<file path="src/rtl/lms_ctr_pkt_pkg.sv">
// Shared types and constants for the host/CPU control packet bridge.
package lms_ctr_pkt_pkg;
    localparam int DEF_DW        = 32;
    localparam int DEF_PKT_WORDS = 16;
    localparam int DEF_CMD_PKTS  = 2;
    localparam int DEF_CMD_AW    = $clog2(DEF_CMD_PKTS * DEF_PKT_WORDS);
    localparam int DEF_PKT_AW    = $clog2(DEF_PKT_WORDS);

    localparam int ERR_RD_EMPTY = 0;
    localparam int ERR_WR_FULL  = 1;

    typedef enum logic {FILL = 1'b0, SEND = 1'b1} tx_state_e;
endpackage

</file>
<file path="src/rtl/lms_ctr_pkt_ram.sv">
// Simple dual-port RAM with registered read; read register clears on reset/clr.
module lms_ctr_pkt_ram
    import lms_ctr_pkt_pkg::*;
#(
    parameter int DW = DEF_DW,
    parameter int AW = DEF_PKT_AW
) (
    input  logic          clk,
    input  logic          reset_n,
    input  logic          clr,
    input  logic          we,
    input  logic [AW-1:0] waddr,
    input  logic [DW-1:0] wdata,
    input  logic          re,
    input  logic [AW-1:0] raddr,
    output logic [DW-1:0] rdata
);
    logic [DW-1:0] mem [2**AW];

    always_ff @(posedge clk) begin
        if (we) mem[waddr] <= wdata;
    end

    always_ff @(posedge clk or negedge reset_n) begin
        if (!reset_n)  rdata <= '0;
        else if (clr)  rdata <= '0;
        else if (re)   rdata <= mem[raddr];
    end
endmodule

</file>
<file path="src/rtl/lms_ctr_pkt_bridge.sv">
// Host<->CPU control packet bridge: store-and-forward command FIFO toward the
// CPU, single-packet reply buffer toward the host.
module lms_ctr_pkt_bridge
    import lms_ctr_pkt_pkg::*;
#(
    parameter int DW        = DEF_DW,
    parameter int PKT_WORDS = DEF_PKT_WORDS,
    parameter int CMD_PKTS  = DEF_CMD_PKTS
) (
    input  logic          clk,
    input  logic          reset_n,
    input  logic [DW-1:0] h_rx_data,
    input  logic          h_rx_valid,
    output logic          h_rx_ready,
    output logic [DW-1:0] h_tx_data,
    output logic          h_tx_valid,
    input  logic          h_tx_ready,
    output logic [DW-1:0] if_d,
    input  logic          if_rd,
    output logic          if_rdempty,
    input  logic [DW-1:0] of_d,
    input  logic          of_wr,
    output logic          of_wrfull,
    input  logic          soft_rst,
    output logic [1:0]    err_flags
);
    localparam int D   = CMD_PKTS * PKT_WORDS;
    localparam int CAW = $clog2(D);
    localparam int RAW = $clog2(PKT_WORDS);

    logic [CAW:0]   wp, cp, rp;
    logic [RAW-1:0] rxc, wcnt, tcnt;
    logic           rdy_q, full, rx_acc, rd_ok;
    logic           err_rd, err_wr;
    tx_state_e      state;
    logic           tx_vld, tx_last, tx_re;
    logic [RAW-1:0] tx_raddr;

    // ---------------- command path ----------------
    assign full       = (wp - rp) == (CAW+1)'(D);
    assign h_rx_ready = rdy_q && !full;
    assign if_rdempty = (cp == rp);
    assign rx_acc     = h_rx_valid && h_rx_ready;
    assign rd_ok      = if_rd && !if_rdempty;

    always_ff @(posedge clk or negedge reset_n) begin
        if (!reset_n) begin
            wp     <= '0;
            cp     <= '0;
            rp     <= '0;
            rxc    <= '0;
            rdy_q  <= 1'b0;
            err_rd <= 1'b0;
        end else if (soft_rst) begin
            wp     <= '0;
            cp     <= '0;
            rp     <= '0;
            rxc    <= '0;
            rdy_q  <= 1'b0;
            err_rd <= 1'b0;
        end else begin
            rdy_q <= 1'b1;
            if (rx_acc) begin
                wp  <= wp + 1'b1;
                rxc <= rxc + 1'b1;
                // Publish the packet in the same edge its last word lands
                if (rxc == RAW'(PKT_WORDS-1)) cp <= wp + 1'b1;
            end
            if (rd_ok) rp <= rp + 1'b1;
            if (if_rd && if_rdempty) err_rd <= 1'b1;
        end
    end

    lms_ctr_pkt_ram #(.DW(DW), .AW(CAW)) u_cmd_ram (
        .clk    (clk),
        .reset_n(reset_n),
        .clr    (soft_rst),
        .we     (rx_acc && !soft_rst),
        .waddr  (wp[CAW-1:0]),
        .wdata  (h_rx_data),
        .re     (rd_ok && !soft_rst),
        .raddr  (rp[CAW-1:0]),
        .rdata  (if_d)
    );

    // ---------------- reply path ----------------
    assign tx_last   = (tcnt == RAW'(PKT_WORDS-1));
    // First SEND cycle loads word 0; afterwards each accepted beat prefetches the next
    assign tx_re     = (state == SEND) && (!tx_vld || (h_tx_ready && !tx_last));
    assign tx_raddr  = tx_vld ? tcnt + RAW'(1) : tcnt;
    assign h_tx_valid = tx_vld;
    assign of_wrfull  = (state == SEND);
    assign err_flags  = {err_wr, err_rd};

    always_ff @(posedge clk or negedge reset_n) begin
        if (!reset_n) begin
            state  <= FILL;
            wcnt   <= '0;
            tcnt   <= '0;
            tx_vld <= 1'b0;
            err_wr <= 1'b0;
        end else if (soft_rst) begin
            state  <= FILL;
            wcnt   <= '0;
            tcnt   <= '0;
            tx_vld <= 1'b0;
            err_wr <= 1'b0;
        end else begin
            case (state)
                FILL: begin
                    if (of_wr) begin
                        wcnt <= wcnt + RAW'(1);
                        if (wcnt == RAW'(PKT_WORDS-1)) state <= SEND;
                    end
                end
                SEND: begin
                    if (of_wr) err_wr <= 1'b1;
                    if (!tx_vld) begin
                        tx_vld <= 1'b1;
                    end else if (h_tx_ready) begin
                        if (tx_last) begin
                            state  <= FILL;
                            tx_vld <= 1'b0;
                            tcnt   <= '0;
                            wcnt   <= '0;
                        end else begin
                            tcnt <= tcnt + RAW'(1);
                        end
                    end
                end
                default: state <= FILL;
            endcase
        end
    end

    lms_ctr_pkt_ram #(.DW(DW), .AW(RAW)) u_reply_ram (
        .clk    (clk),
        .reset_n(reset_n),
        .clr    (soft_rst),
        .we     (of_wr && (state == FILL) && !soft_rst),
        .waddr  (wcnt),
        .wdata  (of_d),
        .re     (tx_re && !soft_rst),
        .raddr  (tx_raddr),
        .rdata  (h_tx_data)
    );
endmodule

</file>
<file path="config.mk">
export PLATFORM = sky130hd
export DESIGN_NAME = lms_ctr_pkt_bridge
export DESIGN_NICKNAME = d
export VERILOG_FILES = /design/src/rtl/lms_ctr_pkt_pkg.sv /design/src/rtl/lms_ctr_pkt_ram.sv /design/src/rtl/lms_ctr_pkt_bridge.sv
export SDC_FILE = /design/constraint.sdc
export NUM_CORES = 2
export LEC_CHECK = 0
export BUFFER_PORTS_ARGS = -buffer_cell sky130_fd_sc_hd__buf_2
export CAP_MARGIN = 10
export CORE_ASPECT_RATIO = 0.75
export CORE_MARGIN = 5
export CORE_UTILIZATION = 57
export CTS_CLUSTER_DIAMETER = 60
export CTS_CLUSTER_SIZE = 8
export DETAILED_ROUTE_END_ITERATION = 7
export PLACE_DENSITY = 0.74
export SLEW_MARGIN = 20
export SYNTH_ARGS = -nofsm -noshare
export SYNTH_HDL_FRONTEND = slang
export SYNTH_SLANG_ARGS = --single-unit
</file>
<file path="constraint.sdc">
create_clock -name clk -period 6.8 [get_ports clk]
set_input_delay 0.34 -clock clk [delete_from_list [all_inputs] [get_ports clk]]
set_output_delay 0.34 -clock clk [all_outputs]
set_load 0.1 [all_outputs]
</file>
==> impl_metrics.toml <==
[status]
outcome = "finished clean"

[synthesis]
synth-seq-cells = 1635
yosys_warnings = 0
syn_area_um2 = 62900
async_flop_share = 0.0606
postSynthCellCount = 3072
avgSynthCellArea_um2 = 20.5
syn_nets = 3159
synth_cell_types = 51
synth_top_cell_area_share = 0.734
yosys.area.top_type = "edfxtp_1"
ys_seq_area_frac = 0.773
synth_edf_count = 1536
synth_ff_type = "edfxtp_1"
yosysMostFrequentCell = "edfxtp_1"
synth_common_cells = "edfxtp_1, mux2i_1, mux4_2"
netlist_top_cells_area = "edfxtp_1, mux4_2, mux2i_1"

[clock_network]
clk_pin_slew_ps = 50
clock-root-buffer = "clkbuf_16"
cts_buffer_depth = 3
clock_latency_ps = 800
cts_sinks = 1635
cts_inserted_buffers = 222
htree_levels = 4
post_cts_resize_count = 0
post_cts.repair.setup_buffers = 0
tritoncts = "yes"

[grt]
grt_first_pass_wirelength_mm = 220
grt_usage = 0.252
grt_max_degree = 135
antenna_found_initial = 2
grt_remaining_overflow = 0
grt_pass1_vias = 33900

[power_and_ir_drop]
max-vdd-ir-drop_mv = 0.302
power.leakage_nw = 23.2
p_per_area_nw_per_um2 = 300

[sta]
grt_setup_unrepaired = "no"
fmax_ghz = 0.231
tns_ps = 0
timing.hold.ws_ps = 55.0
timing.slew.headroom = 0.250
clock_skew_ps = 36.2
period_needed_ps = 4320
drv_slew = 0
period_share = 0.636
final_hold_viol_count = 0
finalSetupViolations = 0
tightest_slew_ps = 1130

[critical_path]
crit_start = "rp[1]"
critical_path_class = "reg2reg"
crit_end = "u_cmd_ram.mem[13][21]"
reg2reg_to = "u_cmd_ram.mem[13][21]"
start_kind = "flop"
critPathRequiredTime_ps = 7200
critPathCaptureType = "flop"
critPathArrivalTime_ps = 4730
crit_fanout = 34
reg2reg_slack_ps = 2480
reg2regPathDepth = 10
r2r_start = "rp[1]"

[floorplan]
die-area_um2 = 117000
rows = 105
start_util = 0.575
die_y_um = 298
core_um2 = 109000
io_pins = 141
die_w_um = 394

[routing]
routedWlPerCell_um = 29.6
drc = 0
antenna_left = 0
viasPerCell = 6.58
drt-total-wl_mm = 148
drt_iter0_markers = 4232
drt_first_pass_iters = 5
vias = 32700

[final_layout]
drive_gt1_frac = 0.225
area_growth_syn_to_layout_pct = 15.1
final_nets = 3453
diodes = 0
fill_cells = 6764

[run]
drv_cap = 0

[worst_hold_path]
min_path_type = "in2reg"

[placement]
dpl.hpwl_mm = 77.9
io_buffer_count = 140
place_congestion = 0.827
[per-layer routing]
layer | GRT usage | vias up | part of all wire
met5 | 0 | - | 0
met4 | 0.0758 | 0 | 0.024
met3 | 0.0574 | 238 | 0.097
met2 | 0.390 | 1874 | 0.48
met1 | 0.366 | 17100 | 0.40
li1 | - | 13500 | -
[state kept, by name, indices dropped and copies added, names as in the netlist]
register	flops
cp	6
err_rd	1
err_wr	1
h_tx_valid	1
of_wrfull	1
rdy_q	1
rp	6
rxc	4
tcnt	4
u_cmd_ram.mem	1024
u_cmd_ram.rdata	32
u_reply_ram.mem	512
u_reply_ram.rdata	32
wcnt	4
wp	6
[cell families after synthesis]
| group | share of synthesized area |
|---|---|
| muxes | 0.139 |
| and+or+nand+nor | 0.0178 |
| adders and majority gates | 0.00318 |
| DFF | 0.773 |
| xor gates and xnor gates | 0.00320 |
| AOI/OAI and AO/OA | 0.0492 |
| buffers and inverters | 0.0146 |
[per-stage QoR]
stage                     instance area, um^2   util  power, mW  std cells  setup slack (ps)
after floorplan                         62900      -       11.4       3072              1420
after CTS                               72400  0.661       21.8       4976              2520
final                                   72400  0.661       21.7       4976              2480
after global placement                  65600  0.599       11.7       4547              2630
after detailed placement                65600  0.599       11.7       4547              2580
after global routing                    72400  0.661       22.3       4976              2270
[layout make-up]
type                            instances  area (um^2)  area share
Sequential cell                      1635        48600       0.672
Tap cell                             1444         1810      0.0250
Multi-Input combinational cell       1240        13700       0.190
Inverter                               13         48.8    0.000674
Timing Repair Buffer                  254         1770      0.0245
Clock inverter                         10          161     0.00223
Clock buffer                          380         6260      0.0865
[worst min path at each step]
| stage | start | to | slack [ps] | cells after the start |
|---|---|---|---|---|
| after detailed placement | reset_n | u_reply_ram.rdata[6] | 390 | 1 |
| after CTS | h_rx_data[24] | u_cmd_ram.mem[26][24] | 3 | 1 |
| after global placement | reset_n | u_reply_ram.rdata[6] | 380 | 1 |
| after global routing | h_rx_data[24] | u_cmd_ram.mem[19][24] | 40 | 1 |
| final | h_rx_data[0] | u_cmd_ram.mem[22][0] | 50 | 1 |
| after floorplan | reset_n | cp[0] | 40 | 0 |
[critical path, cell delays in order (launching register included)]
cell and delay (ps):
dfrtp_4 830, inv_1 110, ha_1 330, nand2b_1 100
a21oi_1 90, a31o_2 240, o221a_2 380, nand2b_2 290
buf_4 320, nor3_2 630, buf_4 550
[report_power, final]
| group | leakage, nW | internal [mW] | switching, mW |
|---|---|---|---|
| clock | 3.06 | 6.16 | 4.00 |
| combinational | 5.01 | 0.0891 | 0.300 |
| sequential | 15.2 | 11.1 | 0.0267 |
| total | 23.2 | 17.4 | 4.33 |
[layout by cell type, fill, tap and decap left out, types with 9 or more instances in the layout]
| cell | synthesis | routed |
|---|---|---|
| a22oi_1 | 65 | 65 |
| a211oi_1 | 53 | 53 |
| xor2_1 | 14 | 12 |
| a21oi_1 | 47 | 46 |
| o211ai_1 | 42 | 42 |
| dlygate4sd3_1 | 0 | 39 |
| buf_4 | 14 | 66 |
| o21ai_0 | 38 | 38 |
| a211o_1 | 26 | 26 |
| nor3_1 | 69 | 33 |
| mux2i_1 | 275 | 274 |
| nor3_2 | 0 | 36 |
| buf_2 | 63 | 139 |
| a221oi_1 | 95 | 95 |
| edfxtp_1 | 1536 | 1536 |
| clkbuf_16 | 0 | 227 |
| mux4_2 | 264 | 264 |
| nand2_1 | 62 | 62 |
| clkbuf_1 | 84 | 152 |
| buf_12 | 0 | 9 |
| inv_1 | 13 | 12 |
| nand4_1 | 10 | 10 |
| nor2_1 | 47 | 33 |
| ha_1 | 16 | 16 |
| nor2_4 | 0 | 14 |
| dfrtp_1 | 99 | 95 |
| xnor2_1 | 9 | 9 |
| o22ai_1 | 25 | 25 |
[timing repair]
item	CTS	global route
endpoints found under the setup margin	0	0
hold buffers	39	0
hold endpoints to repair	610	0
No activity file was read; power rests on OpenSTA's default activity.
